`config.mk`:
```
export PLATFORM = sky130hd
export DESIGN_NAME = operand_entry_8bit
export DESIGN_NICKNAME = d
export VERILOG_FILES = /design/src/rtl/operand_entry_8bit.sv
export SDC_FILE = /design/constraint.sdc
export NUM_CORES = 1
export LEC_CHECK = 0
export BUFFER_PORTS_ARGS = -buffer_cell sky130_fd_sc_hd__buf_4
export CORE_MARGIN = 3
export CORE_UTILIZATION = 50
export DETAILED_ROUTE_END_ITERATION = 10
export PLACE_DENSITY = 0.77
export SLEW_MARGIN = 5
export SYNTH_ARGS = -nofsm -noshare
export SYNTH_HDL_FRONTEND = slang
export SYNTH_SLANG_ARGS = --single-unit
```
`constraint.sdc`:
```
create_clock -name CLK -period 1.77 [get_ports CLK]
set_input_delay 0.354 -clock CLK [delete_from_list [all_inputs] [get_ports CLK]]
set_output_delay 0.354 -clock CLK [all_outputs]
set_load 0.005 [all_outputs]
```
`src/rtl/operand_entry_8bit.sv`:
```
// operand_entry_8bit
//   Operand source for the 8-bit adder / 7-seg display stage. A, B and Ci are
//   keyed in one nibble at a time on SW, each nibble confirmed by a press of
//   KEY. KEY is synchronised and debounced. A 4-step FSM stages the nibbles,
//   and A, B and Ci are committed together on the fourth press, so the adder
//   never sees a half-entered operand pair.
//
// Parameters
//   DB_W    debounce counter width
//   DB_MAX  KEY must differ from the debounced level for DB_MAX+1 cycles to flip it
//
// Ports
//   CLK    in   system clock, rising edge
//   RST    in   asynchronous active-high reset
//   KEY    in   raw pushbutton, active-high, asynchronous, may bounce
//   SW     in   [3:0] nibble switches, sampled at capture
//   CI_SW  in   carry-in switch, sampled with the last nibble
//   ABORT  in   1-cycle synchronous request to discard a partial entry
//   A, B   out  [7:0] committed operands
//   Ci     out  committed carry-in
//   VALID  out  set by the first commit, cleared only by reset
//   DONE   out  1-cycle pulse on the commit cycle
//   STEP   out  [1:0] nibble expected next: 0=A hi, 1=A lo, 2=B hi, 3=B lo
module operand_entry_8bit #(
    parameter int DB_W   = 10,
    parameter int DB_MAX = 1023
) (
    input  logic       CLK,
    input  logic       RST,
    input  logic       KEY,
    input  logic [3:0] SW,
    input  logic       CI_SW,
    input  logic       ABORT,
    output logic [7:0] A,
    output logic [7:0] B,
    output logic       Ci,
    output logic       VALID,
    output logic       DONE,
    output logic [1:0] STEP
);

    typedef enum logic [1:0] {
        S_A_HI = 2'd0,
        S_A_LO = 2'd1,
        S_B_HI = 2'd2,
        S_B_LO = 2'd3
    } step_t;

    // ------------------------------------------------------------------
    // KEY synchroniser and debouncer
    // ------------------------------------------------------------------
    logic            ks_meta;
    logic            ks;
    logic            db;
    logic [DB_W-1:0] cnt;
    logic            press;

    always_ff @(posedge CLK or posedge RST) begin
        if (RST) begin
            ks_meta <= 1'b0;
            ks      <= 1'b0;
        end else begin
            ks_meta <= KEY;
            ks      <= ks_meta;
        end
    end

    // press is a registered one-cycle pulse issued only when the debounced
    // level flips to 1; a release flips db back without producing a press.
    always_ff @(posedge CLK or posedge RST) begin
        if (RST) begin
            db    <= 1'b0;
            cnt   <= '0;
            press <= 1'b0;
        end else begin
            press <= 1'b0;
            if (ks == db) begin
                cnt <= '0;
            end else if (cnt == DB_W'(DB_MAX)) begin
                db    <= ks;
                cnt   <= '0;
                press <= ks;
            end else begin
                cnt <= cnt + 1'b1;
            end
        end
    end

    // ------------------------------------------------------------------
    // Entry FSM
    // ------------------------------------------------------------------
    step_t state;
    step_t state_nxt;
    logic  commit;

    always_ff @(posedge CLK or posedge RST) begin
        if (RST) state <= S_A_HI;
        else     state <= state_nxt;
    end

    // ABORT has priority over a coincident press.
    always_comb begin
        state_nxt = state;
        commit    = 1'b0;
        if (ABORT) begin
            state_nxt = S_A_HI;
        end else if (press) begin
            case (state)
                S_A_HI:  state_nxt = S_A_LO;
                S_A_LO:  state_nxt = S_B_HI;
                S_B_HI:  state_nxt = S_B_LO;
                S_B_LO: begin
                    state_nxt = S_A_HI;
                    commit    = 1'b1;
                end
                default: state_nxt = S_A_HI;
            endcase
        end
    end

    assign STEP = state;

    // ------------------------------------------------------------------
    // Staging and committed operands
    // ------------------------------------------------------------------
    logic [3:0] st_a_hi;
    logic [3:0] st_a_lo;
    logic [3:0] st_b_hi;

    always_ff @(posedge CLK or posedge RST) begin
        if (RST) begin
            st_a_hi <= '0;
            st_a_lo <= '0;
            st_b_hi <= '0;
        end else if (ABORT) begin
            st_a_hi <= '0;
            st_a_lo <= '0;
            st_b_hi <= '0;
        end else if (press) begin
            case (state)
                S_A_HI:  st_a_hi <= SW;
                S_A_LO:  st_a_lo <= SW;
                S_B_HI:  st_b_hi <= SW;
                default: ;
            endcase
        end
    end

    // The low nibble of B and CI_SW go straight to the outputs on the
    // commit press, so no staging register is needed for them.
    always_ff @(posedge CLK or posedge RST) begin
        if (RST) begin
            A     <= '0;
            B     <= '0;
            Ci    <= 1'b0;
            VALID <= 1'b0;
            DONE  <= 1'b0;
        end else begin
            DONE <= commit;
            if (commit) begin
                A     <= {st_a_hi, st_a_lo};
                B     <= {st_b_hi, SW};
                Ci    <= CI_SW;
                VALID <= 1'b1;
            end
        end
    end

endmodule

```
==> impl_results.md <==
* Die Y at 68.5 um
* Worst relative slew slack at between 50% and 60%
* Root Driver: clkbuf_8
* Nets at between 200 and 250
* Slew Limit Fails at 0
* H-tree depth at 2
* Placer congestion estimate at approximately 0.93
* Type of the most critical hold path: in -> async
* Top_reg_cell synth: dfrtp_1
* Peak supply drop at approximately 0.00039 V
* Share of the synthesized area in the top cell type at between 60% and 70%
* Core area at between 0.003 and 0.004 mm2
* Post-synth top cells: dfrtp_1 (47), a21oi_1 (18), mux2_2 (18)
* Die Area at roughly 0.0047 mm2
* CTS tree: built
* Drt pass-1 iters at 4
* Netlist Area Pre-Place at between 0.0015 and 0.002 mm2
* Vias in the first global route at about 1200
* DRC at 0
* Post-Syn Nets at roughly 180
* First-pass GRT wire length at ~5500 um
* Cells resized by post-CTS repair at 0
* Synth area leader: dfrtp_1
* CTS clk-pin slew, worst paths at around 0.080 ns
* Synth Instances at 166
* Share of cells above drive strength 1 at 30.5%
* Critical path class: reg -> reg
* Sequential cell area at 0.00118 mm2
* Clk buf depth at 2
* P per Cell Area at around 800 mW/mm2
* Worst-margin pin slew at approximately 0.60 ns
* Seq/Total Area, Yosys at 60.3%
* Iter 0 DRT Violations at 59
* Leakage power total at 1.14 nW
* Antenna-violating nets left at 0
* Period utilization at 93.2%
* Ports at 30
* CP arrival at ~1.8 ns
* Clock latency on the worst-skew pair at 0.29 ns
* Vias at ~1300
* Count leader, synth: dfrtp_1
* CP Capture Type: register
* Aggregate global routing overflow at 0
* Yosys warns at 0
* Cts bufs inserted at 5
* Max cap viols at 0
* Hold Slack at approximately 0.056 ns
* Chip Width at just under 70 um
* Initial antenna violation count at 0
* Setup crit start kind: register
* Final WS setup at 0.120 ns
* Mapped Avg Cell Area at between 10 and 15 um2
* Post-synth EDFFs at 0
* Clock sinks at between 40 and 50
* R2r setup slk at 0.12 ns
* Area growth syn-to-layout at 20.8%
* Cts hold-fix bufs at 0
* Distinct cells, synth at 26
* Port Buffers at 29
* Post-CTS Setup Inserts at 0
* Status: completed
* Max Freq at approximately 610 MHz
* Ys async rst share at 100%
* Total Routed Length at around 3500 um
* Min Tclk post-route at 1.65 ns
* Ant diodes at 0
* Hold Fails Final Rpt at 0
* Routed len/inst at between 10 and 15 um
* Multi-input gate area at about 730 um2
* Leading cell types by total area after synthesis: dfrtp_1 (60%), mux2_2 (10%), a21oi_1 (4.6%)
* Overall routing resource usage at 16.8%
* Setup WS pre-CTS at ~0.11 ns
* Fillers at 288
* Largest net degree at the start of global routing at 33
* Drt via density at approximately 5.3
* Req. time, crit path at 1.94 ns
* HPWL after DPL at about 2600 um
* Critical path peak fanout at 6
* Register bit count reported by yosys at 47
* # rows at 22
* Starting Density at 52.5%
* Final setup vio count at 0
* Skew final at 0.00401 ns
==> per-layer routing <==
layer  part of all wire, %  routed length, um  track usage [%]
met5                     0                  0                0
met3                   5.6                195             5.42
met4                   1.7                 60             8.93
met2                    54               1880             28.7
met1                    39               1370             18.2
==> cells in the final DEF (no fill, tap or decap), drive strengths merged <==
| cell | count |
|---|---|
| a211oi | 1 |
| a21oi | 18 |
| and3b | 1 |
| buf | 34 |
| clkbuf | 8 |
| clkinv | 1 |
| dfrtp | 47 |
| ha | 6 |
| inv | 6 |
| mux2 | 18 |
| mux2i | 1 |
| nand2 | 17 |
| nand2b | 1 |
| nand3 | 16 |
| nand3b | 1 |
| nand4 | 2 |
| nor2 | 8 |
| nor3 | 1 |
| o21ai | 3 |
| o31ai | 3 |
| or3 | 3 |
| or4 | 2 |
| xnor2 | 2 |
| xor2 | 3 |
==> metrics by stage <==
| step | power, W | utilization, % | TNS (ns) | instance area [um2] | cells |
|---|---|---|---|---|---|
| 6_report | 0.00183 | 63.4 | 0 | 2360 | 251 |
| 2_1_floorplan | 0.00114 | - | 0 | 1950 | 166 |
| 3_3_place_gp | 0.00118 | 60.6 | 0 | 2250 | 243 |
| 5_1_grt | 0.00191 | 63.4 | -0.0120 | 2360 | 251 |
| 3_5_place_dp | 0.00118 | 60.6 | 0 | 2250 | 243 |
| 4_1_cts | 0.00186 | 63.3 | 0 | 2350 | 251 |
==> report_power, final <==
group	internal (W)	switching [W]	leakage, nW	total [W]
sequential	0.00108	0.00000857	0.650	0.00109
combinational	0.0000261	0.0000452	0.437	0.0000713
clock	0.000356	0.000317	0.0515	0.000673
total	0.00146	0.000371	1.14	0.00183
==> sequential cells by signal, summed over array words and instances, names as in the netlist <==
| signal | flops |
|---|---|
| VALID | 1 |
| ks | 1 |
| db | 1 |
| B | 8 |
| Ci | 1 |
| A | 8 |
| ks_meta | 1 |
| cnt | 10 |
| STEP | 2 |
| st_a_lo | 4 |
| st_b_hi | 4 |
| st_a_hi | 4 |
| press | 1 |
| DONE | 1 |
==> logic make-up after synthesis <==
kind of cell,after synthesis,share of synthesized area [%]
AOI/OAI and AO/OA,25,6.93
xor gates and xnor gates,5,2.25
adders and majority gates,6,3.85
buffers and inverters,12,2.76
DFF,47,60.3
muxes,19,10.9
and+or+nand+nor,52,13.0
==> cell type report <==
class / instances / area share [%]
multi-input cells: 107 / 30.8
well taps: 48 / 2.55
clock buffers: 8 / 4.25
flip-flops and latches: 47 / 49.9
repair buffers: 34 / 11.4
inverters: 7 / 1.12
==> final timing paths <==
path | from | cells after the start | end
setup / recovery | cnt[0] | 5 | cnt[5]
hold reg to reg | ks_meta | 0 | ks
hold / removal | RST | 2 | Ci
max in group asynchronous | RST | 3 | st_a_lo[0]
setup reg to reg | cnt[0] | 5 | cnt[5]
min in group CLK | KEY | 1 | ks_meta
==> worst max-delay path, stage by stage, from the launching register on <==
cell	delay, ns
dfrtp_1	0.41
ha_1	0.26
nand4_1	0.25
o31ai_1	0.37
buf_4	0.20
a21oi_1	0.05
No activity file was read; power rests on OpenSTA's default activity.
